--- src/rtl/tetris_frame_composer_if.sv ---
// Bundle of the composer's frame-control, field-RAM read and frame-buffer write signals.
// The master side starts frames and serves the field RAM; the slave side composes rows.
interface tetris_frame_composer_if;
   logic        frame_tick;
   logic [15:0] piece_shape;
   logic [4:0]  piece_x;
   logic [4:0]  piece_y;
   logic        field_rd_en;
   logic [3:0]  field_rd_addr;
   logic [15:0] field_rd_data;
   logic        wr_en;
   logic [3:0]  wr_row;
   logic [31:0] wr_data;
   logic        busy;
   logic        done;
   logic        collision;

   modport master (
      output frame_tick, piece_shape, piece_x, piece_y, field_rd_data,
      input  field_rd_en, field_rd_addr, wr_en, wr_row, wr_data, busy, done, collision
   );

   modport slave (
      input  frame_tick, piece_shape, piece_x, piece_y, field_rd_data,
      output field_rd_en, field_rd_addr, wr_en, wr_row, wr_data, busy, done, collision
   );
endinterface

--- src/rtl/tetris_frame_composer.sv ---
// Overlays a 4x4 falling piece on the 16x16 field, one row per 3 cycles; done 49 cycles after frame_tick.
// No backpressure: field reads and row writes are fixed-cadence strobes; ticks while busy are dropped.
module tetris_frame_composer #(
   parameter logic [1:0] DENS_FIELD = 2'd1,
   parameter logic [1:0] DENS_PIECE = 2'd3
) (
   input  logic                     clk,
   input  logic                     rst_n,
   tetris_frame_composer_if.slave   bus
);
   typedef enum logic [2:0] {IDLE, READ, WAIT, WRITE, DONE} state_t;

   state_t      state_q, state_d;
   logic [3:0]  row_q, row_d;
   logic [15:0] shape_q, shape_d;
   logic [4:0]  x_q, x_d;
   logic [4:0]  y_q, y_d;
   logic [15:0] fld_q, fld_d;
   logic        coll_q, coll_d;

   logic [15:0] pmask;
   logic        oob;

   always_ff @(posedge clk or negedge rst_n) begin
      if (!rst_n) begin
         state_q <= IDLE;
         row_q   <= '0;
         shape_q <= '0;
         x_q     <= '0;
         y_q     <= '0;
         fld_q   <= '0;
         coll_q  <= 1'b0;
      end else begin
         state_q <= state_d;
         row_q   <= row_d;
         shape_q <= shape_d;
         x_q     <= x_d;
         y_q     <= y_d;
         fld_q   <= fld_d;
         coll_q  <= coll_d;
      end
   end

   // Piece cells on the current row; cells above the grid are silently clipped, other escapes collide.
   always_comb begin
      logic signed [5:0] gx;
      logic signed [5:0] gy;
      pmask = '0;
      oob   = 1'b0;
      gx    = '0;
      gy    = '0;
      for (int pr = 0; pr < 4; pr++) begin
         for (int pc = 0; pc < 4; pc++) begin
            gy = {y_q[4], y_q} + 6'(pr);
            gx = {x_q[4], x_q} + 6'(pc);
            if (shape_q[4*pr+pc] && !gy[5]) begin
               if (gx[5] || gx > 6'sd15 || gy > 6'sd15)
                  oob = 1'b1;
               else if (gy[3:0] == row_q)
                  pmask[gx[3:0]] = 1'b1;
            end
         end
      end
   end

   always_comb begin
      state_d = state_q;
      row_d   = row_q;
      shape_d = shape_q;
      x_d     = x_q;
      y_d     = y_q;
      fld_d   = fld_q;
      coll_d  = coll_q;
      case (state_q)
         IDLE: begin
            if (bus.frame_tick) begin
               shape_d = bus.piece_shape;
               x_d     = bus.piece_x;
               y_d     = bus.piece_y;
               coll_d  = 1'b0;
               row_d   = '0;
               state_d = READ;
            end
         end
         READ: state_d = WAIT;
         WAIT: begin
            fld_d   = bus.field_rd_data;
            state_d = WRITE;
         end
         WRITE: begin
            coll_d = coll_q | oob | (|(pmask & fld_q));
            if (row_q == 4'd15) begin
               state_d = DONE;
            end else begin
               row_d   = row_q + 4'd1;
               state_d = READ;
            end
         end
         DONE:    state_d = IDLE;
         default: state_d = IDLE;
      endcase
   end

   always_comb begin
      bus.wr_data = '0;
      if (state_q == WRITE) begin
         for (int c = 0; c < 16; c++) begin
            if (pmask[c])
               bus.wr_data[2*c +: 2] = DENS_PIECE;
            else if (fld_q[c])
               bus.wr_data[2*c +: 2] = DENS_FIELD;
         end
      end
   end

   assign bus.field_rd_en   = (state_q == READ);
   assign bus.field_rd_addr = row_q;
   assign bus.wr_en         = (state_q == WRITE);
   assign bus.wr_row        = row_q;
   assign bus.busy          = (state_q != IDLE);
   assign bus.done          = (state_q == DONE);
   assign bus.collision     = coll_q;
endmodule

--- src/flat_wrapper.sv ---
// flat-port wrapper written by rule: the top's interface ports become plain ports
module tetris_frame_composer_flat 
#(
   parameter logic [1:0] DENS_FIELD = 2'd1,
   parameter logic [1:0] DENS_PIECE = 2'd3
)
  (clk, rst_n, bus_frame_tick, bus_piece_shape, bus_piece_x, bus_piece_y, bus_field_rd_data, bus_field_rd_en, bus_field_rd_addr, bus_wr_en, bus_wr_row, bus_wr_data, bus_busy, bus_done, bus_collision);
  tetris_frame_composer_if bus_i ();
  input  logic clk;
  input  logic rst_n;
  input wire logic [$bits(bus_i.frame_tick)-1:0] bus_frame_tick;
  input wire logic [$bits(bus_i.piece_shape)-1:0] bus_piece_shape;
  input wire logic [$bits(bus_i.piece_x)-1:0] bus_piece_x;
  input wire logic [$bits(bus_i.piece_y)-1:0] bus_piece_y;
  input wire logic [$bits(bus_i.field_rd_data)-1:0] bus_field_rd_data;
  output wire logic [$bits(bus_i.field_rd_en)-1:0] bus_field_rd_en;
  output wire logic [$bits(bus_i.field_rd_addr)-1:0] bus_field_rd_addr;
  output wire logic [$bits(bus_i.wr_en)-1:0] bus_wr_en;
  output wire logic [$bits(bus_i.wr_row)-1:0] bus_wr_row;
  output wire logic [$bits(bus_i.wr_data)-1:0] bus_wr_data;
  output wire logic [$bits(bus_i.busy)-1:0] bus_busy;
  output wire logic [$bits(bus_i.done)-1:0] bus_done;
  output wire logic [$bits(bus_i.collision)-1:0] bus_collision;
  assign bus_i.frame_tick = bus_frame_tick;
  assign bus_i.piece_shape = bus_piece_shape;
  assign bus_i.piece_x = bus_piece_x;
  assign bus_i.piece_y = bus_piece_y;
  assign bus_i.field_rd_data = bus_field_rd_data;
  assign bus_field_rd_en = bus_i.field_rd_en;
  assign bus_field_rd_addr = bus_i.field_rd_addr;
  assign bus_wr_en = bus_i.wr_en;
  assign bus_wr_row = bus_i.wr_row;
  assign bus_wr_data = bus_i.wr_data;
  assign bus_busy = bus_i.busy;
  assign bus_done = bus_i.done;
  assign bus_collision = bus_i.collision;
  tetris_frame_composer #(.DENS_FIELD(DENS_FIELD), .DENS_PIECE(DENS_PIECE)) u_core (.clk(clk), .rst_n(rst_n), .bus(bus_i));
endmodule
--- config.mk ---
export PLATFORM = sky130hd
export DESIGN_NAME = tetris_frame_composer_flat
export DESIGN_NICKNAME = d
export VERILOG_FILES = /design/src/rtl/tetris_frame_composer_if.sv /design/src/rtl/tetris_frame_composer.sv /design/src/flat_wrapper.sv
export SDC_FILE = /design/constraint.sdc
export NUM_CORES = 1
export LEC_CHECK = 0
export BUFFER_PORTS_ARGS = -buffer_cell sky130_fd_sc_hd__buf_2
export CAP_MARGIN = 10
export CORE_ASPECT_RATIO = 1.2
export CORE_UTILIZATION = 55
export CTS_CLUSTER_DIAMETER = 100
export DETAILED_ROUTE_END_ITERATION = 10
export GPL_TIMING_DRIVEN = 0
export PLACE_DENSITY = 0.85
export SETUP_SLACK_MARGIN = 0.4
export SYNTH_ARGS = -nofsm -noshare
export SYNTH_HDL_FRONTEND = slang
export SYNTH_SLANG_ARGS = --single-unit
--- constraint.sdc ---
create_clock -name clk -period 4.4 [get_ports clk]
set_input_delay 0 -clock clk [delete_from_list [all_inputs] [get_ports clk]]
set_output_delay 0 -clock clk [all_outputs]
set_load 0.01 [all_outputs]
==> results of run 1 <==
==> final cells by class <==
class / instances / area (sq um)
inverters: 23 / 86.3
plain buffers: 36 / 198
clock buffers: 7 / 86.3
multi-input cells: 399 / 2620
well taps: 90 / 113
flip-flops and latches: 50 / 1250
clock inverters: 1 / 8.76
fillers: 542 / 2010
repair buffers: 133 / 896
==> registers in the layout (all words and copies together) (netlist names) <==
signal,count
u_core.shape_q,16
u_core.x_q,5
u_core.y_q,5
u_core.state_q,3
u_core.fld_q,16
u_core.bus.field_rd_addr,4
u_core.bus.collision,1
==> power by group through the flow <==
stage	Sequential (uW)	Combinational, uW	Clock [uW]
after floorplan	849	1720	0
after global placement	884	2330	0
after detailed placement	896	2360	0
after CTS	885	2410	300
after global routing	922	2700	311
final	894	2500	295
==> per-stage QoR <==
stage	area [sq um]	hold slack (ps)	instances
floorplan	4140	-296	508
global placement	4690	203	687
detailed placement	4690	209	687
CTS	5220	36.6	738
global route	5260	113	739
finish	5260	49.8	739
==> per-layer routing <==
metal	GRT usage [%]	vias up	part of all wire (%)
met5	0	-	0
met4	24.2	0	5.9
met3	7.26	82	7.5
met2	64.7	298	50
met1	45.1	2242	36
li1	-	2120	-
==> worst paths after layout <==
path                                              to              start  slack, ps
min in group asynchronous           u_core.fld_q[11]              rst_n        160
worst min register to register     u_core.state_q[0]  u_core.state_q[2]        530
worst max register to register  u_core.bus.collision      u_core.x_q[1]        470
worst min-delay path               u_core.state_q[0]     bus_frame_tick         50
worst max-delay path            u_core.bus.collision      u_core.x_q[1]        470
max in group asynchronous              u_core.x_q[4]              rst_n       3690
==> worst min-delay path, stage by stage <==
cell     delay, ps
buf_2           90
nor2_1          30
nor2_1          80
a21oi_1         40
nor2_1          80
==> kinds of logic (layout without fill, tap and decap cells) <==
logic type                 after synthesis  count (layout)
muxes                                   25              25
adders and majority gates                9               9
AOI/OAI and AO/OA                      135             135
buffers and inverters                   59             200
and+or+nand+nor                        217             217
DFF                                     50              50
xor gates and xnor gates                13              13
==> timing repair <==
item | CTS | global route
endpoints found under the setup margin | 5 | 14
gates resized for setup | 2 | 6
hold endpoints to repair | 92 | 0
pin swaps | 0 | 0
buffers inserted | 0 | 0
hold buffers | 43 | 0
==> synth_stat cells, drive strengths merged (5+ instances only) <==
| cell type | instances |
|---|---|
| nand3 | 16 |
| nor2 | 58 |
| a21oi | 25 |
| a211oi | 5 |
| mux2 | 24 |
| ha | 9 |
| clkbuf | 19 |
| xnor2 | 7 |
| dfrtp | 50 |
| xor2 | 5 |
| o21ai | 36 |
| and2 | 10 |
| inv | 23 |
| o22ai | 13 |
| nor4 | 7 |
| nand2 | 65 |
| or3 | 6 |
| nand4 | 7 |
| nor3 | 16 |
| buf | 17 |
| and3 | 7 |
| nand2b | 6 |
==> metrics.json, run 1 <==
{
  "drive_above_1_share_pct": 25.3,
  "detail_route.iter0.violations": 327,
  "criticalPathCategory": "flip-flop to flip-flop",
  "synth_edf_count": 0,
  "drc_errors": 0,
  "grt_setup_unrepaired": "yes",
  "synth_simple_gate_area_share_pct": 26.1,
  "p_seq_share_pct": 24.2,
  "startpoint_type": "flip-flop",
  "p_leak_uw": 0.00231,
  "floorplan.core_area_sq_um": 7270,
  "wirelength_routed_mm": 14.7,
  "total_power_divided_by_cell_area_nw_per_um2": 701,
  "antenna_violations_before_repair": 0,
  "vdd.ir_drop.worst_mv": 0.438,
  "syn_area_per_cell_sq_um": 8.14,
  "timing.critical_path.slowest_cell_delay_ps": 450,
  "numCtsBuffers": 5,
  "finalPower_uw": 3690,
  "timing.critical_path.arrival_ps": 4100,
  "detailroute.via_count": 4742,
  "crit_fanout": 10,
  "ys_seq_elements": 50,
  "fin_worst_skew_ps": 6.61,
  "htree_levels": 2,
  "synth_compound_area_share_pct": 23.8,
  "timing.final.crit_period_ps": 3930,
  "number_of_stages_on_the_worst_hold_path": 5,
  "share_comb_of_total_power_pct": 67.8,
  "asyncSetResetFlopFracSynth_pct": 100,
  "critical_path_depth": 15,
  "switchingPower_uw": 1960,
  "place.port_buffers": 89,
  "critical_path.endpoint_type": "flip-flop",
  "crit_buf_inv": 5,
  "flip_flop_cell_with_the_highest_count_after_synthesis": "dfrtp_1",
  "setup_viol": 0,
  "route.detailed.wl_per_inst_um": 20.0,
  "post_synth_fa_ha_maj_area_fraction_pct": 2.72,
  "place_ws_ps": 286,
  "max_capacitance_violation_count": 0,
  "antenna_cells": 0,
  "synth_xor_xnor_area_share_pct": 3.45,
  "grt-ovfl-total": 0,
  "synth_top_family_by_area": "simple AND/OR/NAND/NOR gates",
  "route.detailed.vias_per_inst": 6.42,
  "pin_count": 90,
  "min-delay-path-class": "primary input to flip-flop",
  "timing.reg2reg.worst_path_depth": 15,
  "max_freq_mhz": 255,
  "cellInternalPower_uw": 1730,
  "die_width_um": 81.2,
  "netSwitchingFraction_pct": 53.0,
  "critPathSlowestCell": "a311oi_1",
  "postLayoutSetupSlackWorst_ps": 471,
  "floorplan.die.height_um": 97.0,
  "yosys_warnings": 0,
  "worst_slew_pin_slew_ps": 1120,
  "final_max_slew_viol_count": 0,
  "path_delay_family": "compound AO/OA/AOI/OAI gates",
  "grt_pass1_wl_mm": 23.4,
  "gp_congestion": 0.945,
  "pwr-share-clk_pct": 8.0,
  "clock_sinks": 50,
  "start_util_pct": 56.8,
  "yosys.cell_types.count": 80,
  "net_count_after_synthesis": 562,
  "final_core_util_pct": 72.3,
  "nNetsFinal": 702,
  "synthDominantAreaCellType": "dfrtp_1",
  "synth_top_area_share_pct": 30.3,
  "worst_skew_pair.late_latency_ps": 300,
  "synth.area.mux_share_pct": 6.87,
  "synthesis.instances": 508,
  "path_cells": "clkbuf_2, buf_2, nand4_1, inv_1, ha_1, o21a_1, clkbuf_1, and4_1, a311oi_1, buf_6, o32ai_1, a22oi_1, o22ai_1, a221oi_1, a32oi_1",
  "timing.critical_path.required_ps": 4570,
  "dp_hpwl_mm": 10.2,
  "postRouteAntennaNets": 0,
  "largest_net_degree_at_the_start_of_global_routing": 51,
  "synthesis.area_sq_um": 4140,
  "firstDrtPassIters": 5,
  "finalCritPeriodShare_pct": 89.3,
  "finalHoldViolations": 0,
  "cts.path.max_buffers": 2,
  "first_global_vias": 4728,
  "clock_tree_from_tritoncts": "yes",
  "rows": 34,
  "synth.area.top_cells": "dfrtp_1, mux2_2, nand2_1, nor2_1, o21ai_0",
  "synthToLayoutAreaGrowth_pct": 27.3,
  "fin_setup_tns_ps": 0,
  "max_slew_margin_pct": 25.2,
  "most_common_cell_after_layout_fill_and_taps_aside": "buf_2",
  "most-common-layout-cells": "buf_2, nand2_1, nor2_1",
  "die_area_sq_um": 7870,
  "seq_area_frac_synth_pct": 30.3,
  "gr-usage-all-layers_pct": 39.0,
  "cts.clk_slew.worst_paths_ps": 100,
  "clock_tree.root_cell": "clkbuf_8",
  "result_of_the_run": "finished, final reports clean"
}
Power figures use the tool's default switching activity.
==> run 2: changes to the inputs <==
==> constraint.sdc (replaced) <==
create_clock -name clk -period 4.4 [get_ports clk]
set_input_delay 0 -clock clk [delete_from_list [all_inputs] [get_ports clk]]
set_output_delay 0 -clock clk [all_outputs]
set_load 0.05 [all_outputs]
==> run 2 against run 1 <==
  * Critical path depth unchanged
  * Routed wire length up 0.77%
  * Die area unchanged
  * Core utilization down 0.052 points
  * First-iteration DRC count up 8.3%
  * Clock-buffer cell count unchanged
  * Cell count unchanged
  * Non-clock buffer count unchanged
  * Highest routed layer unchanged
==> metrics.json, run 2 (synthesis results as in run 1) <==
{
  "floorplan.die.height": {"value": 97.0, "unit": "um", "change": "unchanged"},
  "clock_tree.root_cell": "clkbuf_8",
  "timing.critical_path.slowest_cell_delay": {"value": 460, "unit": "ps", "change": "about the same"},
  "path_delay_family": "compound AO/OA/AOI/OAI gates",
  "p_leak": {"value": 0.00231, "unit": "uW", "change": "about the same"},
  "most_common_cell_after_layout_fill_and_taps_aside": "buf_2",
  "firstDrtPassIters": {"value": 7, "change": "+2"},
  "cts.path.max_buffers": {"value": 2, "change": "unchanged"},
  "path_cells": "clkbuf_2, buf_2, nand4_1, inv_1, ha_1, o21a_1, clkbuf_1, and4_1, a311oi_1, buf_6, o22ai_1, nor3_2, o22ai_1, a221oi_1, a32oi_1",
  "fin_worst_skew": {"value": 5.42, "unit": "ps", "change": "-1.19 ps"},
  "grt-ovfl-total": {"value": 0, "change": "unchanged"},
  "clock_sinks": {"value": 50, "change": "unchanged"},
  "timing.critical_path.required": {"value": 4580, "unit": "ps", "change": "about the same"},
  "critPathSlowestCell": "nor3_2",
  "postLayoutSetupSlackWorst": {"value": 458, "unit": "ps", "change": "-13.4 ps"},
  "total_power_divided_by_cell_area": {"value": 775, "unit": "nW/um^2", "change": "+10%"},
  "worst_skew_pair.late_latency": {"value": 310, "unit": "ps", "change": "about the same"},
  "detailroute.via_count": {"value": 4716, "change": "-0.55%"},
  "route.detailed.vias_per_inst": {"value": 6.38, "change": "-0.55%"},
  "result_of_the_run": "finished, final reports clean",
  "route.detailed.wl_per_inst": {"value": 20.1, "unit": "um", "change": "+0.77%"},
  "fin_setup_tns": {"value": 0, "unit": "ps", "change": "unchanged"},
  "most_used_cell_along_the_critical_path": "o22ai_1",
  "rows": {"value": 34, "change": "unchanged"},
  "reg.largest.list": "u_core.fld_q: 16 flops, u_core.shape_q: 16 flops",
  "post_cts_buffers": {"value": 0, "change": "unchanged"},
  "synthToLayoutAreaGrowth": {"value": 27.2, "unit": "%", "change": "about the same"},
  "nNetsFinal": {"value": 702, "change": "unchanged"},
  "number_of_stages_on_the_worst_hold_path": {"value": 5, "change": "unchanged"},
  "min-delay-path-class": "primary input to flip-flop",
  "timing.final.crit_period": {"value": 3940, "unit": "ps", "change": "+13.4 ps"},
  "most-common-layout-cells": "buf_2, nand2_1, nor2_1",
  "timing.reg2reg.worst_path_depth": {"value": 15, "change": "unchanged"},
  "gp_congestion": {"value": 0.945, "change": "unchanged"},
  "finalHoldViolations": {"value": 0, "change": "unchanged"},
  "antenna_violations_before_repair": {"value": 0, "change": "unchanged"},
  "final_max_slew_viol_count": {"value": 0, "change": "unchanged"},
  "antenna_cells": {"value": 0, "change": "unchanged"},
  "hold_ws": {"value": 47.3, "unit": "ps", "change": "-2.43 ps"},
  "critical_path_depth": {"value": 15, "change": "unchanged"},
  "place_ws": {"value": 286, "unit": "ps", "change": "unchanged"},
  "die_area": {"value": 7870, "unit": "sq um", "change": "unchanged"},
  "detail_route.iter0.violations": {"value": 354, "change": "+8.3%"},
  "wirelength_routed": {"value": 14.9, "unit": "mm", "change": "+0.77%"},
  "critical_path.endpoint_type": "flip-flop",
  "gr-usage-all-layers": {"value": 38.9, "unit": "%", "change": "-0.078 points"},
  "htree_levels": {"value": 2, "change": "unchanged"},
  "place.port_buffers": {"value": 89, "change": "unchanged"},
  "finalCritPeriodShare": {"value": 89.6, "unit": "%", "change": "+0.30 points"},
  "criticalPathCategory": "flip-flop to flip-flop",
  "grt_setup_unrepaired": "yes",
  "max_capacitance_violation_count": {"value": 0, "change": "unchanged"},
  "first_global_vias": {"value": 4712, "change": "-0.34%"},
  "drive_above_1_share": {"value": 25.6, "unit": "%", "change": "+0.31 points"},
  "grt_pass1_wl": {"value": 23.4, "unit": "mm", "change": "-0.15%"},
  "startpoint_type": "flip-flop",
  "die_width": {"value": 81.2, "unit": "um", "change": "unchanged"},
  "placed_cells": {"value": 687, "change": "unchanged"},
  "worst_slew_pin_slew": {"value": 1140, "unit": "ps", "change": "+22.2 ps"},
  "timing.critical_path.arrival": {"value": 4120, "unit": "ps", "change": "+20 ps"},
  "max_slew_margin": {"value": 23.7, "unit": "%", "change": "-1.5 points"},
  "largest_net_degree_at_the_start_of_global_routing": {"value": 51, "change": "unchanged"},
  "floorplan.core_area": {"value": 7270, "unit": "sq um", "change": "unchanged"},
  "final_cell_count_no_fill": {"value": 739, "change": "unchanged"},
  "numCtsBuffers": {"value": 5, "change": "unchanged"},
  "postRouteAntennaNets": {"value": 0, "change": "unchanged"},
  "cts.clk_slew.worst_paths": {"value": 100, "unit": "ps", "change": "about the same"},
  "setup_viol": {"value": 0, "change": "unchanged"},
  "dp_hpwl": {"value": 10.2, "unit": "mm", "change": "unchanged"},
  "vdd.ir_drop.worst": {"value": 0.509, "unit": "mV", "change": "+16%"},
  "pin_count": {"value": 90, "change": "unchanged"},
  "filler_cell_count": {"value": 541, "change": "-0.18%"},
  "max_freq": {"value": 254, "unit": "MHz", "change": "-0.34%"},
  "crit_fanout": {"value": 10, "change": "unchanged"},
  "drc_errors": {"value": 0, "change": "unchanged"},
  "clock_tree_from_tritoncts": "yes",
  "start_util": {"value": 56.8, "unit": "%", "change": "unchanged"},
  "crit_buf_inv": {"value": 5, "change": "unchanged"}
}
## run 2: changes by cell type in the layout (fill, tap and decap cells not counted)
cell,previous run,this run
clkbuf_1,19,17
nor3_4,1,0
clkbuf_2,1,3
nor3_2,4,5
## run 2: routing by layer
metal  GRT usage, %  share of wire, %
met5              0                 0
met4           24.3               5.9
met3           6.98               7.0
met2           64.3                50
met1           45.4                37
## run 2: worst paths after layout
kind / startpoint / to / slack [ps]
worst max-delay path: u_core.x_q[1] / u_core.bus.collision / 460
worst min-delay path: bus_frame_tick / u_core.state_q[0] / 50
worst max register to register: u_core.x_q[1] / u_core.bus.collision / 460
worst min register to register: u_core.state_q[2] / u_core.state_q[0] / 530
max in group asynchronous: rst_n / u_core.x_q[4] / 3690
min in group asynchronous: rst_n / u_core.fld_q[11] / 150
## run 2: what timing repair did
item | CTS | global route
hold endpoints to repair | 92 | 0
setup endpoints to repair | 16 | 20
hold buffers | 43 | 0
resized for setup | 3 | 8
## run 2: final cells by class
type                    count  area (sq um)  area share (%)
well taps                  90           113            2.14
flip-flops and latches     50          1250            23.8
plain buffers              36           200            3.81
clock buffers               7          86.3            1.64
clock inverters             1          8.76           0.167
repair buffers            133           896            17.0
inverters                  23          86.3            1.64
multi-input cells         399          2620            49.8
## run 2: report_power, final
group          switching [uW]  internal [uW]
clock network             166            131
logic                    1960            922
registers                 209            686
total                    2340           1740
## run 2: tightest hold or removal path: stages
cell and delay [ps]:
buf_2 90, nor2_1 30, nor2_1 80, a21oi_1 40
nor2_1 80
## run 2: metrics by stage
stage               util, %  power, uW  area [sq um]
floorplan                 -       2940          4140
global placement       64.5       3590          4690
detailed placement     64.5       3630          4690
CTS                    71.8       3970          5220
global route           72.3       4300          5260
finish                 72.3       4080          5260
==> run 3: changes to the inputs <==
Settings changed: CORE_ASPECT_RATIO 1.2 to 0.8.
==> run 3 against run 2 <==
  * Core utilization up 2.2 points
  * Sequential cell count unchanged
  * Clock power down 4%
  * Total power grew 0.78%
  * Clock skew shrank 2.4 ps
  * Sequential power grew 2%
  * Cell area hardly changed
  * Register-to-register slack better by 180 ps
  * Setup slack better by 80 ps
  * Critical path depth decreased by 1
  * Die area is essentially flat
  * Critical path type is now flip-flop to output pin
  * Critical endpoint is now bus_wr_data[4]
  * Largest power group unchanged
==> metrics.json, run 3 (synthesis results as in run 1) <==
{
  "max_capacitance_violation_count": {"value": 0, "change": "unchanged"},
  "antenna_cells": {"value": 0, "change": "unchanged"},
  "worst_skew_pair.late_latency": {"value": 310, "unit": "ps", "change": "about the same"},
  "drc_errors": {"value": 0, "change": "unchanged"},
  "antenna_violations_before_repair": {"value": 0, "change": "unchanged"},
  "startpoint_type": "flip-flop",
  "most-common-layout-cells": "buf_2, nand2_1, nor2_1",
  "cellInternalPower": {"value": 1730, "unit": "uW", "change": "-0.71%"},
  "timing.final.crit_period": {"value": 3860, "unit": "ps", "change": "-80.2 ps"},
  "drive_above_1_share": {"value": 26.0, "unit": "%", "change": "+0.46 points"},
  "min-delay-path-class": "primary input to flip-flop",
  "floorplan.die.height": {"value": 79.6, "unit": "um", "change": "-18%"},
  "pwr-share-clk": {"value": 6.9, "unit": "%", "change": "-0.4 points"},
  "routed-wl-met3": {"value": 1.66, "unit": "mm", "change": "+59%"},
  "crit_fanout": {"value": 10, "change": "unchanged"},
  "vdd.ir_drop.worst": {"value": 0.614, "unit": "mV", "change": "+21%"},
  "fin_area": {"value": 5260, "unit": "sq um", "change": "about the same"},
  "result_of_the_run": "finished, final reports clean",
  "die_area": {"value": 7870, "unit": "sq um", "change": "about the same"},
  "clock_sinks": {"value": 50, "change": "unchanged"},
  "grt_setup_unrepaired": "yes",
  "worst_slew_pin_slew": {"value": 1060, "unit": "ps", "change": "-80.3 ps"},
  "route.detailed.vias_per_inst": {"value": 6.46, "change": "+1.3%"},
  "criticalPathCategory": "flip-flop to output pin",
  "detail_route.iter0.violations": {"value": 585, "change": "+65%"},
  "timing.critical_path.required": {"value": 4400, "unit": "ps", "change": "-180 ps"},
  "p_seq_share": {"value": 22.2, "unit": "%", "change": "+0.2 points"},
  "reg.largest.list": "u_core.fld_q: 16 flops, u_core.shape_q: 16 flops",
  "floorplan.core_area": {"value": 7060, "unit": "sq um", "change": "-2.9%"},
  "htree_levels": {"value": 2, "change": "unchanged"},
  "switchingPower": {"value": 2380, "unit": "uW", "change": "+1.9%"},
  "final_core_util": {"value": 74.5, "unit": "%", "change": "+2.2 points"},
  "place_ws": {"value": 239, "unit": "ps", "change": "-46.7 ps"},
  "detailroute.via_count": {"value": 4757, "change": "+0.87%"},
  "cts.clk_slew.worst_paths": {"value": 100, "unit": "ps", "change": "about the same"},
  "fin_setup_tns": {"value": 0, "unit": "ps", "change": "unchanged"},
  "die_width": {"value": 98.9, "unit": "um", "change": "+22%"},
  "finalHoldViolations": {"value": 0, "change": "unchanged"},
  "synthToLayoutAreaGrowth": {"value": 27.2, "unit": "%", "change": "about the same"},
  "clock_tree.root_cell": "clkbuf_8",
  "wirelength_routed": {"value": 14.6, "unit": "mm", "change": "-1.7%"},
  "start_util": {"value": 58.6, "unit": "%", "change": "+1.7 points"},
  "max_slew_margin": {"value": 29.0, "unit": "%", "change": "+5.4 points"},
  "finalCritPeriodShare": {"value": 87.8, "unit": "%", "change": "-1.8 points"},
  "timing.critical_path.arrival": {"value": 3860, "unit": "ps", "change": "-260 ps"},
  "share_comb_of_total_power": {"value": 70.9, "unit": "%", "change": "about the same"},
  "drt-met1-wl": {"value": 6.06, "unit": "mm", "change": "+9.1%"},
  "p_leak": {"value": 0.00232, "unit": "uW", "change": "+0.40%"},
  "pin_count": {"value": 90, "change": "unchanged"},
  "gr-usage-all-layers": {"value": 38.2, "unit": "%", "change": "-0.72 points"},
  "fin_worst_skew": {"value": 3.06, "unit": "ps", "change": "-2.36 ps"},
  "grt-ovfl-total": {"value": 0, "change": "unchanged"},
  "final_max_slew_viol_count": {"value": 0, "change": "unchanged"},
  "netSwitchingFraction": {"value": 58.0, "unit": "%", "change": "+0.63 points"},
  "grt_pass1_wl": {"value": 23.2, "unit": "mm", "change": "-0.92%"},
  "max_freq": {"value": 259, "unit": "MHz", "change": "+2.1%"},
  "setup_viol": {"value": 0, "change": "unchanged"},
  "register_area": {"value": 1250, "unit": "sq um", "change": "unchanged"},
  "place.port_buffers": {"value": 89, "change": "unchanged"},
  "most_common_cell_after_layout_fill_and_taps_aside": "buf_2",
  "rows": {"value": 27, "change": "-21%"},
  "cts.path.max_buffers": {"value": 2, "change": "unchanged"},
  "gp_congestion": {"value": 0.959, "change": "+1.4%"},
  "filler_cell_count": {"value": 507, "change": "-6.3%"},
  "firstDrtPassIters": {"value": 5, "change": "-2"},
  "maxUsedRoutingLayer": "met4",
  "met2_length": {"value": 6.49, "unit": "mm", "change": "-12%"},
  "critical_path.endpoint_type": "output pin",
  "dp_hpwl": {"value": 10.5, "unit": "mm", "change": "+2.7%"},
  "postLayoutSetupSlackWorst": {"value": 538, "unit": "ps", "change": "+80.2 ps"},
  "detailed_place.area": {"value": 4690, "unit": "sq um", "change": "about the same"},
  "first_global_vias": {"value": 4475, "change": "-5.0%"},
  "route.detailed.wl_per_inst": {"value": 19.9, "unit": "um", "change": "-1.3%"},
  "largest_net_degree_at_the_start_of_global_routing": {"value": 51, "change": "unchanged"},
  "multiInputGateArea": {"value": 2620, "unit": "sq um", "change": "about the same"},
  "numCtsBuffers": {"value": 5, "change": "unchanged"},
  "postRouteAntennaNets": {"value": 0, "change": "unchanged"},
  "nNetsFinal": {"value": 702, "change": "unchanged"},
  "total_power_divided_by_cell_area": {"value": 781, "unit": "nW/um^2", "change": "+0.76%"},
  "post_cts_buffers": {"value": 0, "change": "unchanged"},
  "r2r_slack": {"value": 640, "unit": "ps", "change": "+180 ps"},
  "clock_tree_from_tritoncts": "yes"
}
## run 3: cell count changes in the layout (fill, tap and decap cells not counted), sizes merged
| cell | previous run | this run |
|---|---|---|
| clkbuf | 26 | 24 |
| clkinv | 0 | 2 |
## run 3: power by group through the flow
stage / Clock (uW) / Combinational, uW / Sequential (uW)
finish: 284 / 2910 / 912
global route: 303 / 3100 / 937
CTS: 286 / 2780 / 898
detailed placement: 0 / 2740 / 906
global placement: 0 / 2720 / 896
floorplan: 0 / 2020 / 913
## run 3: worst paths after layout
kind,end,start,cells after the start
max in group asynchronous,u_core.fld_q[1],rst_n,3
min in group asynchronous,u_core.bus.field_rd_addr[1],rst_n,2
min reg2reg,u_core.shape_q[3],u_core.shape_q[3],1
max reg2reg,u_core.bus.collision,u_core.x_q[1],15
min,u_core.state_q[0],bus_frame_tick,5
max,bus_wr_data[4],u_core.x_q[1],14
## run 3: layer usage
metal,GRT usage [%],up-vias
li1,-,2128
met1,51.9,2212
met2,57.9,362
met3,9.63,55
met4,16.0,0
met5,0,-
## run 3: layout make-up
cell class	count	area share, %
clock buffer	5	1.31
timing repair buffer	133	17.2
inverter	23	1.64
clock inverter	3	0.357
tap	87	2.07
buffer	36	3.85
sequential	50	23.8
multi-input combinational	399	49.8
## run 3: stage by stage
| step | hold slack (ps) | power (uW) | cells |
|---|---|---|---|
| final | 124 | 4110 | 736 |
| after detailed placement | 209 | 3640 | 684 |
| after global routing | 140 | 4340 | 736 |
| after CTS | 109 | 3970 | 735 |
| after floorplan | -296 | 2940 | 508 |
| after global placement | 202 | 3610 | 684 |
## run 3: critical path, stage by stage, from the launching register on
cell	delay (ps)
dfrtp_1	400
clkbuf_2	230
buf_2	290
nand4_1	200
inv_1	100
ha_1	240
a21boi_2	230
and4_1	260
a311oi_4	420
buf_6	210
and3b_1	190
a2111o_1	370
nor2_1	130
nor2_1	50
buf_2	230
## run 3: what timing repair did
action | in CTS | in global routing
gates resized for setup | 3 | 12
hold endpoints to repair | 92 | 0
setup endpoints to repair | 22 | 20
hold buffers | 43 | 0
